===== src/rtl/data_mem_ctrl_pkg.sv =====
// data_mem_ctrl_pkg: shared op codes, FSM states and constants for the data RAM port
package data_mem_ctrl_pkg;
  typedef enum logic [3:0] {
    OP_NOP = 4'd0,
    OP_LB  = 4'd1,
    OP_LBU = 4'd2,
    OP_LH  = 4'd3,
    OP_LHU = 4'd4,
    OP_LW  = 4'd5,
    OP_SB  = 4'd6,
    OP_SH  = 4'd7,
    OP_SW  = 4'd8,
    OP_LL  = 4'd9,
    OP_SC  = 4'd10
  } op_e;
  typedef enum logic [1:0] {ST_IDLE, ST_ACCESS, ST_WAIT, ST_DONE} state_e;
  localparam logic CHIP_ENABLE = 1'b1;
  localparam logic CHIP_DISABLE = 1'b0;
  localparam logic TRUE = 1'b1;
  localparam logic FALSE = 1'b0;
  localparam logic [31:0] ZERO_WORD = 32'h0000_0000;
  localparam int BYTE_W = 8;
  // Encodings 11..15 are reserved and behave as NOP.
  function automatic logic is_mem_op(input logic [3:0] op);
    return op >= OP_LB && op <= OP_SC;
  endfunction
  function automatic logic is_load(input logic [3:0] op);
    return op == OP_LB || op == OP_LBU || op == OP_LH || op == OP_LHU || op == OP_LW || op == OP_LL;
  endfunction
  function automatic logic is_store(input logic [3:0] op);
    return op == OP_SB || op == OP_SH || op == OP_SW || op == OP_SC;
  endfunction
endpackage


===== src/rtl/data_mem_ctrl_mem_lane_align.sv =====
// mem_lane_align: big-endian byte-lane steering, load extension and alignment check
//   op, off     : access op and byte offset addr[1:0]
//   wdata       : right-justified store data -> wlane (replicated into every lane position)
//   rword       : raw RAM read word -> rext (aligned and sign/zero-extended)
//   sel         : byte-lane select, misaligned : alignment violation for op/off
module mem_lane_align
  import data_mem_ctrl_pkg::*;
(
  input  logic [3:0]  op,
  input  logic [1:0]  off,
  input  logic [31:0] wdata,
  input  logic [31:0] rword,
  output logic [3:0]  sel,
  output logic [31:0] wlane,
  output logic [31:0] rext,
  output logic        misaligned
);
  logic byte_op, half_op, word_op;
  logic [31:0] rsh;
  logic [BYTE_W-1:0] rbyte;
  logic [2*BYTE_W-1:0] rhalf;
  always_comb begin
    byte_op = op == OP_LB || op == OP_LBU || op == OP_SB;
    half_op = op == OP_LH || op == OP_LHU || op == OP_SH;
    word_op = op == OP_LW || op == OP_LL || op == OP_SW || op == OP_SC;
    // offset 0 is the most significant lane, so shift down by (3-off) bytes
    rsh = rword >> (BYTE_W * (3 - int'(off)));
    rbyte = rsh[BYTE_W-1:0];
    rhalf = off[1] ? rword[15:0] : rword[31:16];
    sel = byte_op ? (4'b1000 >> off) : half_op ? (off[1] ? 4'b0011 : 4'b1100) : word_op ? 4'b1111 : 4'b0000;
    wlane = byte_op ? {4{wdata[7:0]}} : half_op ? {2{wdata[15:0]}} : word_op ? wdata : ZERO_WORD;
    rext = op == OP_LB  ? {{24{rbyte[7]}}, rbyte} :
           op == OP_LBU ? {24'd0, rbyte} :
           op == OP_LH  ? {{16{rhalf[15]}}, rhalf} :
           op == OP_LHU ? {16'd0, rhalf} :
           (op == OP_LW || op == OP_LL) ? rword : ZERO_WORD;
    misaligned = (half_op && off[0]) || (word_op && off != 2'b00);
  end
endmodule


===== src/rtl/data_mem_ctrl.sv =====
// data_mem_ctrl: MEM-stage initiator for the byte-lane data RAM with wait states and LL/SC link bit
//   clk, rst                 : clock, asynchronous active-high reset
//   req_i, op_i, addr_i, wdata_i, ll_clear_i : pipeline request side
//   stall_o, done_o, rdata_o, exc_adel_o, exc_ades_o, llbit_o : pipeline response side
//   mem_ce_o, mem_we_o, mem_addr_o, mem_sel_o, mem_data_o, mem_data_i : RAM port
module data_mem_ctrl
  import data_mem_ctrl_pkg::*;
#(
  parameter int WAIT_CYCLES = 0,
  parameter int ADDR_W = 32
) (
  input  logic              clk,
  input  logic              rst,
  input  logic              req_i,
  input  logic [3:0]        op_i,
  input  logic [ADDR_W-1:0] addr_i,
  input  logic [31:0]       wdata_i,
  input  logic              ll_clear_i,
  output logic              stall_o,
  output logic              done_o,
  output logic [31:0]       rdata_o,
  output logic              exc_adel_o,
  output logic              exc_ades_o,
  output logic              llbit_o,
  output logic              mem_ce_o,
  output logic              mem_we_o,
  output logic [ADDR_W-1:0] mem_addr_o,
  output logic [3:0]        mem_sel_o,
  output logic [31:0]       mem_data_o,
  input  logic [31:0]       mem_data_i
);
  state_e state;
  logic [3:0] op_q, cnt, lane_op, sel;
  logic [ADDR_W-1:0] addr_q;
  logic [31:0] wdata_q, lane_wdata, wlane, rext;
  logic [1:0] lane_off;
  logic active, last, misaligned;
  // In IDLE the aligner checks the incoming request; during the access it steers the captured one.
  always_comb begin
    active = state == ST_ACCESS || state == ST_WAIT;
    last = active && cnt == 4'd0;
    lane_op = active ? op_q : op_i;
    lane_off = active ? addr_q[1:0] : addr_i[1:0];
    lane_wdata = active ? wdata_q : wdata_i;
  end
  mem_lane_align u_align (
    .op         (lane_op),
    .off        (lane_off),
    .wdata      (lane_wdata),
    .rword      (mem_data_i),
    .sel        (sel),
    .wlane      (wlane),
    .rext       (rext),
    .misaligned (misaligned)
  );
  // RAM strobes decode straight from state so an asynchronous reset kills them at once.
  always_comb begin
    mem_ce_o = active ? CHIP_ENABLE : CHIP_DISABLE;
    mem_we_o = last && is_store(op_q);
    mem_addr_o = active ? {addr_q[ADDR_W-1:2], 2'b00} : '0;
    mem_sel_o = active ? sel : 4'b0000;
    mem_data_o = active && is_store(op_q) ? wlane : ZERO_WORD;
    done_o = state == ST_DONE;
    stall_o = !rst && (state == ST_IDLE ? req_i && is_mem_op(op_i) : active);
  end
  always_ff @(posedge clk or posedge rst) begin
    if (rst) begin
      state <= ST_IDLE;
      op_q <= OP_NOP;
      addr_q <= '0;
      wdata_q <= ZERO_WORD;
      cnt <= 4'd0;
      rdata_o <= ZERO_WORD;
      exc_adel_o <= FALSE;
      exc_ades_o <= FALSE;
      llbit_o <= FALSE;
    end else begin
      case (state)
        ST_IDLE: if (req_i && is_mem_op(op_i)) begin
          op_q <= op_i;
          addr_q <= addr_i;
          wdata_q <= wdata_i;
          if (misaligned) begin
            state <= ST_DONE;
            exc_adel_o <= is_load(op_i);
            exc_ades_o <= !is_load(op_i);
          end else if (op_i == OP_SC && !llbit_o) state <= ST_DONE;
          else begin
            cnt <= 4'(WAIT_CYCLES);
            state <= ST_ACCESS;
          end
        end
        ST_ACCESS, ST_WAIT: if (cnt != 4'd0) begin
          cnt <= cnt - 4'd1;
          state <= ST_WAIT;
        end else begin
          state <= ST_DONE;
          rdata_o <= op_q == OP_SC ? 32'd1 : is_load(op_q) ? rext : ZERO_WORD;
        end
        default: begin
          state <= ST_IDLE;
          rdata_o <= ZERO_WORD;
          exc_adel_o <= FALSE;
          exc_ades_o <= FALSE;
        end
      endcase
      // an external clear beats a simultaneous LL completion
      if (ll_clear_i) llbit_o <= FALSE;
      else if (last && op_q == OP_LL) llbit_o <= TRUE;
      else if (last && op_q == OP_SC) llbit_o <= FALSE;
    end
  end
endmodule


===== config.mk =====
export PLATFORM = sky130hd
export DESIGN_NAME = data_mem_ctrl
export DESIGN_NICKNAME = d
export VERILOG_FILES = /design/src/rtl/data_mem_ctrl_pkg.sv /design/src/rtl/data_mem_ctrl_mem_lane_align.sv /design/src/rtl/data_mem_ctrl.sv
export SDC_FILE = /design/constraint.sdc
export NUM_CORES = 1
export LEC_CHECK = 0
export CAP_MARGIN = 20
export CELL_PAD_IN_SITES_DETAIL_PLACEMENT = 1
export CELL_PAD_IN_SITES_GLOBAL_PLACEMENT = 2
export CORE_ASPECT_RATIO = 0.5
export CORE_MARGIN = 2
export CORE_UTILIZATION = 28
export CTS_CLUSTER_SIZE = 12
export DETAILED_ROUTE_END_ITERATION = 6
export PLACE_DENSITY_LB_ADDON = 0.12
export SYNTH_ARGS = -nofsm -noshare
export SYNTH_HDL_FRONTEND = slang
export SYNTH_SLANG_ARGS = --single-unit

===== constraint.sdc =====
create_clock -name clk -period 4.6 [get_ports clk]
set_clock_uncertainty 0.2 [all_clocks]
set_input_delay 0.92 -clock clk [delete_from_list [all_inputs] [get_ports clk]]
set_output_delay 0.92 -clock clk [all_outputs]
set_load 0.02 [all_outputs]

==> results of run 1 <==
[routing by layer]
| metal | up-vias | global-route usage | wire, um |
|---|---|---|---|
| met2 | 107 | 0.320 | 11300 |
| li1 | 2824 | - | - |
| met1 | 3044 | 0.278 | 11500 |
| met4 | 0 | 0.0371 | 169 |
| met3 | 11 | 0.0393 | 853 |
| met5 | - | 0 | 0 |
[flip-flops by register name, indices dropped and copies added (netlist names)]
name / cells
llbit_o: 1
rdata_o: 32
exc_adel_o: 1
addr_q: 32
op_q: 4
cnt: 4
state: 2
wdata_q: 32
exc_ades_o: 1
[through the flow]
stage	hold WS, ns	worst slack (ns)	power, mW
after floorplan	0.271	0.606	4.56
after global placement	0.268	0.0334	6.36
after detailed placement	0.270	0.00851	6.44
after CTS	0.288	0.0549	7.42
after global routing	0.313	0.000222	7.91
final	0.282	0.117	7.38
[placed cells by master, fill, tap and decap left out, types with 6 or more instances in the layout]
cell type and n:
a21oi_1 21, a221oi_1 15, a22o_1 18, a22oi_1 23, a31oi_1 16, and2_1 31, and3_1 20, buf_4 27
clkbuf_16 9, clkdlybuf4s50_1 207, dfrtp_1 109, inv_1 11, mux2_2 87, mux2i_1 21, nand2_1 98, nand2b_1 6
nor2_1 15, o21ai_0 46, o21ai_1 12, o22a_1 7
[power by group through the flow]
| stage | sequential (mW) | combinational (mW) | clock [mW] |
|---|---|---|---|
| after CTS | 1.60 | 4.86 | 0.953 |
| final | 1.60 | 4.86 | 0.910 |
| after detailed placement | 1.62 | 4.82 | 0 |
| after global placement | 1.60 | 4.77 | 0 |
| after floorplan | 1.59 | 2.98 | 0 |
| after global routing | 1.66 | 5.27 | 0.980 |
[tightest hold or removal path: cells and delay by family (launching register included)]
family	cells	cell delay, ns
DFF	1	0.35
AOI/OAI and AO/OA	1	0.06
and+or+nand+nor	1	0.05
[kinds of logic (layout without fill, tap and decap cells)]
kind of cell	count (synthesis)	count (layout)	synth area share
AO/OA/AOI/OAI	187	187	0.198
XOR/XNOR	4	4	0.00538
adder cells (fa/ha/maj)	3	3	0.00577
buffers and inverters	66	269	0.0440
flip-flops	109	109	0.419
multiplexers	110	110	0.190
other	1	2	0.000576
AND/OR/NAND/NOR	188	188	0.137
[worst paths after layout]
check,cells past startpoint,end,slack (ns),from
max in group asynchronous,3,rdata_o[23]$_DFFE_PP0P_,2.57,rst
min in group asynchronous,2,state[1]$_DFFE_PP0P_,0.83,rst
setup reg to reg,9,rdata_o[10]$_DFFE_PP0P_,1.24,state[1]$_DFFE_PP0P_
setup / recovery,8,mem_data_o[26],0.12,op_i[1]
hold reg to reg,2,rdata_o[12]$_DFFE_PP0P_,0.28,rdata_o[12]$_DFFE_PP0P_
hold / removal,2,rdata_o[12]$_DFFE_PP0P_,0.28,rdata_o[12]$_DFFE_PP0P_
[timing repair]
action | CTS | global route
setup endpoints to repair | 10 | 21
gates resized for setup | 1 | 6
setup buffers | 1 | 3
pin swaps | 1 | 1
[final cells by class]
cell class / instances / area, um^2
multi-input cells: 494 / 3540
clock inverters: 7 / 116
well taps: 307 / 384
flip-flops and latches: 109 / 2730
repair buffers: 240 / 2380
inverters: 13 / 51.3
clock buffers: 9 / 225
fillers: 2577 / 13400
==> results.md, run 1 <==
* Status: complete, no violations
* Core area at 22800 um^2
* Slowest Stage Delay on Critical Path at 0.58 ns
* Clock latency at the later pin of the worst-skew pair at 0.37 ns
* Final estimated routing congestion in global placement at 0.846
* Antenna Violating Nets Remaining at 0
* Critical Path RT at 3.48 ns
* Sequential area share after synthesis at 0.419
* Bufs and invs on worst path at 3
* Least-Margin Pin Slew at 1.01 ns
* CTS max path bufs at 2
* CP Launch Type: primary input
* # setup viols final at 0
* Flop pwr share at 0.217
* Syn Std Cell Area at 6510 um^2
* Most numerous cell on the critical path: clkdlybuf4s50_1
* Initial antenna violation count at 0
* Max-Cap Viols at 0
* FMAX at 223 MHz
* Area Overhead vs Synth at 44.7%
* Sum Neg Setup Slack at 0 ns
* Num CTS Buffers at 9
* Buffers added on ports at 208
* YS warnings at 0
* Unrepaired setup endpoints after global routing: true
* Layout cell share with drive strength beyond 1 at 0.174
* Hold WC Path Type: flop to flop
* Starting Density at 0.285
* Ys async rst share at 1.00
* Critical path class: primary input to primary output
* First-pass GRT wire length at 37500 um
* Top_reg_cell synth: dfrtp_1
* Clk network pwr share at 0.123
* DR pass1 iterations at 4
* Die height at 112 um
* Crit. End Element: primary output
* Combinational share of power at 0.659
* Inst Count DP at 1159
* Sw Pwr at 3.37 mW
* Slew Limit Fails at 0
* Cell area power density at 783 nW/um^2
* Most common cell in the netlist: dfrtp_1
* HPWL Detailed at 17500 um
* Area leader, netlist: dfrtp_1
* Switching share of power at 0.457
* Avg Vias per Cell at 5.08
* Drt total wl at 23900 um
* Critical path's top delay family: buffers and inverters
* TritonCTS clock tree: done
* Hold_buf cts at 0
* Hold Violations, Final at 0
* EDFF count, synth at 0
* Slowest CP cell: clkdlybuf4s50_1
* Worst vdd ir at 0.000304 V
* Detailed Route Iter0 Violations at 316
* CTS H-tree lvls at 3
* Post-synth top cells: 109 x dfrtp_1, 98 x nand2_1, 87 x mux2_2
* Post-layout util at 0.413
* Post-DP Area at 9040 um^2
* Largest net degree at the start of global routing at 70
* Drt drc at 0
* Finished Layout Cells at 1179
* Final Cycle Share at 0.975
* Synth Instances at 668
* Int Power at 4.00 mW
* Cells taking the most area after synthesis: dfrtp_1 42%, mux2_2 15%, nand2_1 5.6%
* Die X at 220 um
* Top cell type's share of synthesized area at 0.419
* Tmin final at 4.48 ns
* Max-slew headroom at 0.328
* Worst-path clk slew at 0.07 ns
* Leak at 3.84 nW
* Mean post-synth cell area at 9.75 um^2
* Avg WL per Cell at 20.2 um
* DIE AREA at 24600 um^2
* Via count at 5986
* Number of library cell types mapped by synthesis at 55
* Ant diodes at 0
* GR Util All Layers at 0.199
* Clock sink count at 109
* Worst path arrival time at 3.36 ns
* Vias in the first global route at 6430
* Fin area at 9420 um^2
* Critical path cell sequence: clkdlybuf4s50_1, mux2_2, nor3_1, o21ai_2, buf_12, o21ai_0, a21oi_1, clkdlybuf4s50_1
* I/O pins at 211
* Post-synthesis register bit count at 109
* Grt total ovfl at 0
* Final net count at 974
* CTS root buf: clkbuf_16
* Row count at 39
* CP max FO at 32
Power figures use the tool's default switching activity.
==> run 2, diff against run 1 <==
--- a/config.mk
+++ b/config.mk
@@ -14,6 +14,7 @@
 export CTS_CLUSTER_SIZE = 12
 export DETAILED_ROUTE_END_ITERATION = 6
 export PLACE_DENSITY_LB_ADDON = 0.12
+export REMOVE_ABC_BUFFERS = 1
 export SYNTH_ARGS = -nofsm -noshare
 export SYNTH_HDL_FRONTEND = slang
 export SYNTH_SLANG_ARGS = --single-unit
==> results.md, run 2 (same netlist as run 1, synthesis figures left out) <==
* Status: complete, no violations
* Slowest Stage Delay on Critical Path at 0.60 ns (+0.02 ns)
* # setup viols final at 0 (unchanged)
* Worst-path clk slew at 0.08 ns (about the same)
* Ant diodes at 0 (unchanged)
* CTS max path bufs at 2 (unchanged)
* Crit. End Element: primary output
* GR Util All Layers at 0.194 (-0.00481)
* TritonCTS clock tree: done
* Drt total wl at 23500 um (-1.6%)
* Layout cell share with drive strength beyond 1 at 0.184 (+0.00978)
* Tmin final at 4.48 ns (-0.00600 ns)
* Via count at 5994 (+0.13%)
* Critical path cell sequence: clkdlybuf4s50_1, mux2_2, nor3_1, o21ai_2, buf_12, o21ai_0, and3_1, clkdlybuf4s50_1
* Commonest non-fill, non-tap cell in the layout: clkdlybuf4s50_1
* CTS H-tree lvls at 3 (unchanged)
* Most numerous cell on the critical path: clkdlybuf4s50_1
* Slew Limit Fails at 0 (unchanged)
* I/O pins at 211 (unchanged)
* Area Overhead vs Synth at 46.2%
* Final net count at 982 (+0.82%)
* Drt drc at 0 (unchanged)
* Final setup margin at 0.123 ns (+0.00600 ns)
* Fin Hold WS at 0.285 ns (+0.00290 ns)
* Grt total ovfl at 0 (unchanged)
* Initial antenna violation count at 0 (unchanged)
* DR pass1 iterations at 4 (unchanged)
* Largest net degree at the start of global routing at 70 (unchanged)
* Clock latency at the later pin of the worst-skew pair at 0.38 ns (about the same)
* Switching share of power at 0.449 (-0.00884)
* Flop pwr share at 0.215 (-0.002)
* Row count at 39 (unchanged)
* Buffers added on ports at 208 (unchanged)
* Fillers at 2549 (-1.1%)
* FMAX at 223 MHz (+0.13%)
* Placement Setup Slack at 0.0337 ns (+0.0252 ns)
* Avg WL per Cell at 19.8 um (-2.3%)
* Final Cycle Share at 0.973 (-0.00130)
* Core area at 22800 um^2 (unchanged)
* Starting Density at 0.285 (unchanged)
* Max-slew headroom at 0.342 (+0.0143)
* Worst path arrival time at 3.36 ns (about the same)
* Die X at 220 um (unchanged)
* Largest regs: addr_q: 32 flops, rdata_o: 32 flops, wdata_q: 32 flops
* Sum Neg Setup Slack at 0 ns (unchanged)
* Clock sink count at 109 (unchanged)
* Die height at 112 um (unchanged)
* Sw Pwr at 3.33 mW (-1.2%)
* Int Power at 4.10 mW (+2.4%)
* Multi-input logic area at 3540 um^2 (about the same)
* Clk network pwr share at 0.131 (+0.008)
* CP Launch Type: primary input
* Antenna Violating Nets Remaining at 0 (unchanged)
* Leak at 4.06 nW (+5.8%)
* Final estimated routing congestion in global placement at 0.811 (-4.2%)
* Worst vdd ir at 0.000302 V (-0.81%)
* Unrepaired setup endpoints after global routing: false
* Finished Layout Cells at 1187 (+0.68%)
* CP max FO at 33 (+3.1%)
* Hold Violations, Final at 0 (unchanged)
* Avg Vias per Cell at 5.05 (-0.54%)
* Critical Path RT at 3.48 ns (about the same)
* Combinational share of power at 0.654 (-0.005)
* Num CTS Buffers at 9 (unchanged)
* Storage element area at 2730 um^2 (unchanged)
* Hold WC Path Type: flop to flop
* Vias in the first global route at 6241 (-2.9%)
* First-pass GRT wire length at 36100 um (-3.6%)
* Least-Margin Pin Slew at 0.985 ns (-0.0214 ns)
* Max-Cap Viols at 0 (unchanged)
* Slowest CP cell: clkdlybuf4s50_1
* Critical path class: primary input to primary output
* HPWL Detailed at 16700 um (-4.2%)
* Most frequent cells in the layout: 197 x clkdlybuf4s50_1, 109 x dfrtp_1, 98 x nand2_1
* Detailed Route Iter0 Violations at 262 (-17%)
* Inst Count DP at 1167 (+0.69%)
* DIE AREA at 24600 um^2 (unchanged)
* Cell area power density at 780 nW/um^2 (-0.31%)
* CTS root buf: clkbuf_16
[run 2: cell types whose count changed in the layout (fill, tap and decap cells not counted), moves of 2 or more]
cell	delta
dlymetal6s2s_1	+10
clkdlybuf4s50_1	-10
inv_6	-2
buf_4	+8
[run 2: area by class of cell]
type,instances,share of cell area
clock buffer,10,0.0251
clock inverter,6,0.0124
inverter,13,0.00539
multi-input combinational,494,0.372
sequential,109,0.286
tap,307,0.0403
timing repair buffer,248,0.259
[run 2: repair_timing]
item	4_1_cts	5_1_grt
endpoints found under the setup margin	10	22
hold buffers	0	0
gates resized for setup	1	16
pin swaps	1	1
setup buffers	1	3
[run 2: through the flow]
step	power (mW)	util	cell area, um^2
final	7.43	0.417	9520
after global routing	7.98	0.417	9520
after CTS	7.49	0.415	9470
after detailed placement	6.46	0.398	9100
after global placement	6.39	0.398	9100
after floorplan	4.45	-	6280
[run 2: critical path: cells and delay by family]
family          cells  cell delay (ns)
compound gates      2             0.33
buf+inv             3             1.28
mux                 1             0.35
simple gates        2             0.48
[run 2: metal layers]
layer  track usage  share of wire
met1         0.257           0.47
met2         0.316           0.47
met3        0.0544          0.049
met4        0.0398          0.011
met5             0              0
[run 2: power groups by stage]
stage / Sequential (mW) / Combinational (mW) / Clock, mW
finish: 1.60 / 4.86 / 0.971
global route: 1.66 / 5.28 / 1.04
CTS: 1.60 / 4.88 / 1.01
detailed placement: 1.62 / 4.84 / 0
global placement: 1.60 / 4.80 / 0
floorplan: 1.61 / 2.84 / 0
[run 2: final timing paths]
check                           slack (ns)               startpoint  depth (start not counted)                       to
worst max-delay path                  0.12                  op_i[1]                          8             mem_sel_o[2]
worst min-delay path                  0.29  rdata_o[15]$_DFFE_PP0P_                          2  rdata_o[15]$_DFFE_PP0P_
worst max register to register        1.09     state[0]$_DFFE_PP0P_                          9  rdata_o[27]$_DFFE_PP0P_
worst min register to register        0.29  rdata_o[15]$_DFFE_PP0P_                          2  rdata_o[15]$_DFFE_PP0P_
max in group asynchronous             2.61                      rst                          3   addr_q[26]$_DFFE_PP0P_
min in group asynchronous             0.82                      rst                          2      op_q[2]$_DFFE_PP0P_
==> run 3, diff against run 2 <==
--- a/config.mk
+++ b/config.mk
@@ -5,7 +5,6 @@
 export SDC_FILE = /design/constraint.sdc
 export NUM_CORES = 1
 export LEC_CHECK = 0
-export CAP_MARGIN = 20
 export CELL_PAD_IN_SITES_DETAIL_PLACEMENT = 1
 export CELL_PAD_IN_SITES_GLOBAL_PLACEMENT = 2
 export CORE_ASPECT_RATIO = 0.5
==> constraint.sdc (replaced) <==
create_clock -name clk -period 5.1 [get_ports clk]
set_clock_uncertainty 0.2 [all_clocks]
set_input_delay 1.02 -clock clk [delete_from_list [all_inputs] [get_ports clk]]
set_output_delay 1.02 -clock clk [all_outputs]
set_load 0.02 [all_outputs]
==> results.md, run 3 (same netlist as run 1, synthesis figures left out) <==
* Status: complete, no violations
* Initial antenna violation count at 0 (unchanged)
* Final Cycle Share at 0.948
* Area Overhead vs Synth at 42.3%
* Die X at 220 um (unchanged)
* Max-Cap Viols at 0 (unchanged)
* CP max FO at 8 (-76%)
* Finished Layout Cells at 1169 (-1.5%)
* DR pass1 iterations at 4 (unchanged)
* Vias in the first global route at 6262 (+0.34%)
* Worst path arrival time at 3.61 ns (+0.25 ns)
* Core area at 22800 um^2 (unchanged)
* Die height at 112 um (unchanged)
* CP Launch Type: primary input
* # setup viols final at 0 (unchanged)
* Inst Count DP at 1152 (-1.3%)
* CTS H-tree lvls at 3 (unchanged)
* Row count at 39 (unchanged)
* Most frequent cells in the layout: 208 x clkdlybuf4s50_1, 109 x dfrtp_1, 98 x nand2_1
* Fillers at 2565 (+0.63%)
* Starting Density at 0.285 (unchanged)
* Unrepaired setup endpoints after global routing: false
* Hold_buf cts at 0 (unchanged)
* GR Util All Layers at 0.195 (+0.000678)
* Crit. End Element: primary output
* Commonest non-fill, non-tap cell in the layout: clkdlybuf4s50_1
* Ant diodes at 0 (unchanged)
* Clock latency at the later pin of the worst-skew pair at 0.37 ns (about the same)
* Via count at 5953 (-0.68%)
* Hold Path Cell Cnt at 2 (unchanged)
* Fin area at 9270 um^2 (-2.7%)
* Worst-path clk slew at 0.08 ns (about the same)
* Least-Margin Pin Slew at 0.927 ns (-0.0580 ns)
* Final net count at 964 (-1.8%)
* CTS max path bufs at 2 (unchanged)
* Cell area power density at 693 nW/um^2 (-11%)
* Worst vdd ir at 0.000260 V (-14%)
* FMAX at 207 MHz
* Layout cell share with drive strength beyond 1 at 0.164 (-0.0205)
* Leak at 3.73 nW (-8.2%)
* TritonCTS clock tree: done
* Max-slew headroom at 0.382 (+0.0402)
* Slew Limit Fails at 0 (unchanged)
* Critical path class: primary input to primary output
* Tmin final at 4.83 ns
* Grt total ovfl at 0 (unchanged)
* Avg Vias per Cell at 5.09 (+0.85%)
* Buffers added on ports at 208 (unchanged)
* Hold WC Path Type: flop to flop
* Hold Violations, Final at 0 (unchanged)
* Largest net degree at the start of global routing at 65 (-7.1%)
* Largest regs: addr_q: 32 flops, rdata_o: 32 flops, wdata_q: 32 flops
* DIE AREA at 24600 um^2 (unchanged)
* Num CTS Buffers at 9 (unchanged)
* I/O pins at 211 (unchanged)
* Antenna Violating Nets Remaining at 0 (unchanged)
* Final estimated routing congestion in global placement at 0.790 (-2.5%)
* Pwr Total at 6.42 mW (-14%)
* HPWL Detailed at 16900 um (+0.90%)
* First-pass GRT wire length at 36700 um (+1.6%)
* Worst r2r path cells at 8 (-1)
* Critical Path RT at 3.88 ns (+0.40 ns)
* CTS root buf: clkbuf_16
* Sum Neg Setup Slack at 0 ns (unchanged)
* Post-DP Area at 8960 um^2 (-1.5%)
* Clock sink count at 109 (unchanged)
* Drt total wl at 23800 um (+1.5%)
* Detailed Route Iter0 Violations at 261 (-0.38%)
* Drt drc at 0 (unchanged)
* Avg WL per Cell at 20.4 um (+3.0%)
-- run 3: changes by cell type in the layout (fill, tap and decap cells not counted), moves of 2 or more --
cell,change
buf_12,-2
bufinv_16,-3
dlymetal6s2s_1,-11
clkdlybuf4s50_1,+11
o21ai_1,-3
clkinvlp_4,+2
o21ai_0,+3
buf_4,-17
-- run 3: stage by stage --
step                 util  hold slack, ns  setup WS, ns
finish              0.406           0.288         0.265
floorplan               -           0.271         -1.15
global placement    0.392           0.268         0.294
global route        0.406           0.317        0.0882
detailed placement  0.392           0.270         0.253
CTS                 0.405           0.297         0.204
-- run 3: timing repair --
action,CTS,global route
setup buffers,0,1
gates resized for setup,0,1
setup endpoints to repair,0,2
-- run 3: layout make-up --
cell class | count | area [um^2] | area share
clock buffers | 9 | 225 | 0.0243
clock inverters | 7 | 60.1 | 0.00648
inverters | 13 | 51.3 | 0.00554
multi-input cells | 494 | 3530 | 0.381
flip-flops and latches | 109 | 2730 | 0.294
well taps | 307 | 384 | 0.0415
repair buffers | 230 | 2280 | 0.246
-- run 3: path summary, 6_finish.rpt --
check	slack (ns)	endpoint	start
worst max register to register	1.34	rdata_o[9]$_DFFE_PP0P_	state[1]$_DFFE_PP0P_
max in group asynchronous	2.88	rdata_o[16]$_DFFE_PP0P_	rst
worst min-delay path	0.29	rdata_o[15]$_DFFE_PP0P_	rdata_o[15]$_DFFE_PP0P_
worst max-delay path	0.27	mem_data_o[26]	op_i[1]
min in group asynchronous	1.04	addr_q[29]$_DFFE_PP0P_	rst
worst min register to register	0.29	rdata_o[15]$_DFFE_PP0P_	rdata_o[15]$_DFFE_PP0P_
-- run 3: worst max-delay path: stages --
cell,delay (ns)
clkdlybuf4s50_1,0.42
buf_4,0.17
mux2i_4,0.23
nor2_1,0.12
o21ai_1,0.71
o22a_1,0.27
a21oi_1,0.07
clkdlybuf4s50_1,0.59
-- run 3: layer usage --
layer	routed length, um	vias up	share of wire	GRT usage
li1	-	2807	-	-
met1	11500	3016	0.48	0.267
met2	11100	111	0.47	0.314
met3	964	19	0.040	0.0421
met4	226	0	0.0095	0.0434
met5	0	-	0	0
-- run 3: where the power goes --
group	internal [mW]	switching, mW	leakage, nW
clock	0.339	0.371	0.130
combinational	1.87	2.40	2.23
sequential	1.21	0.233	1.37
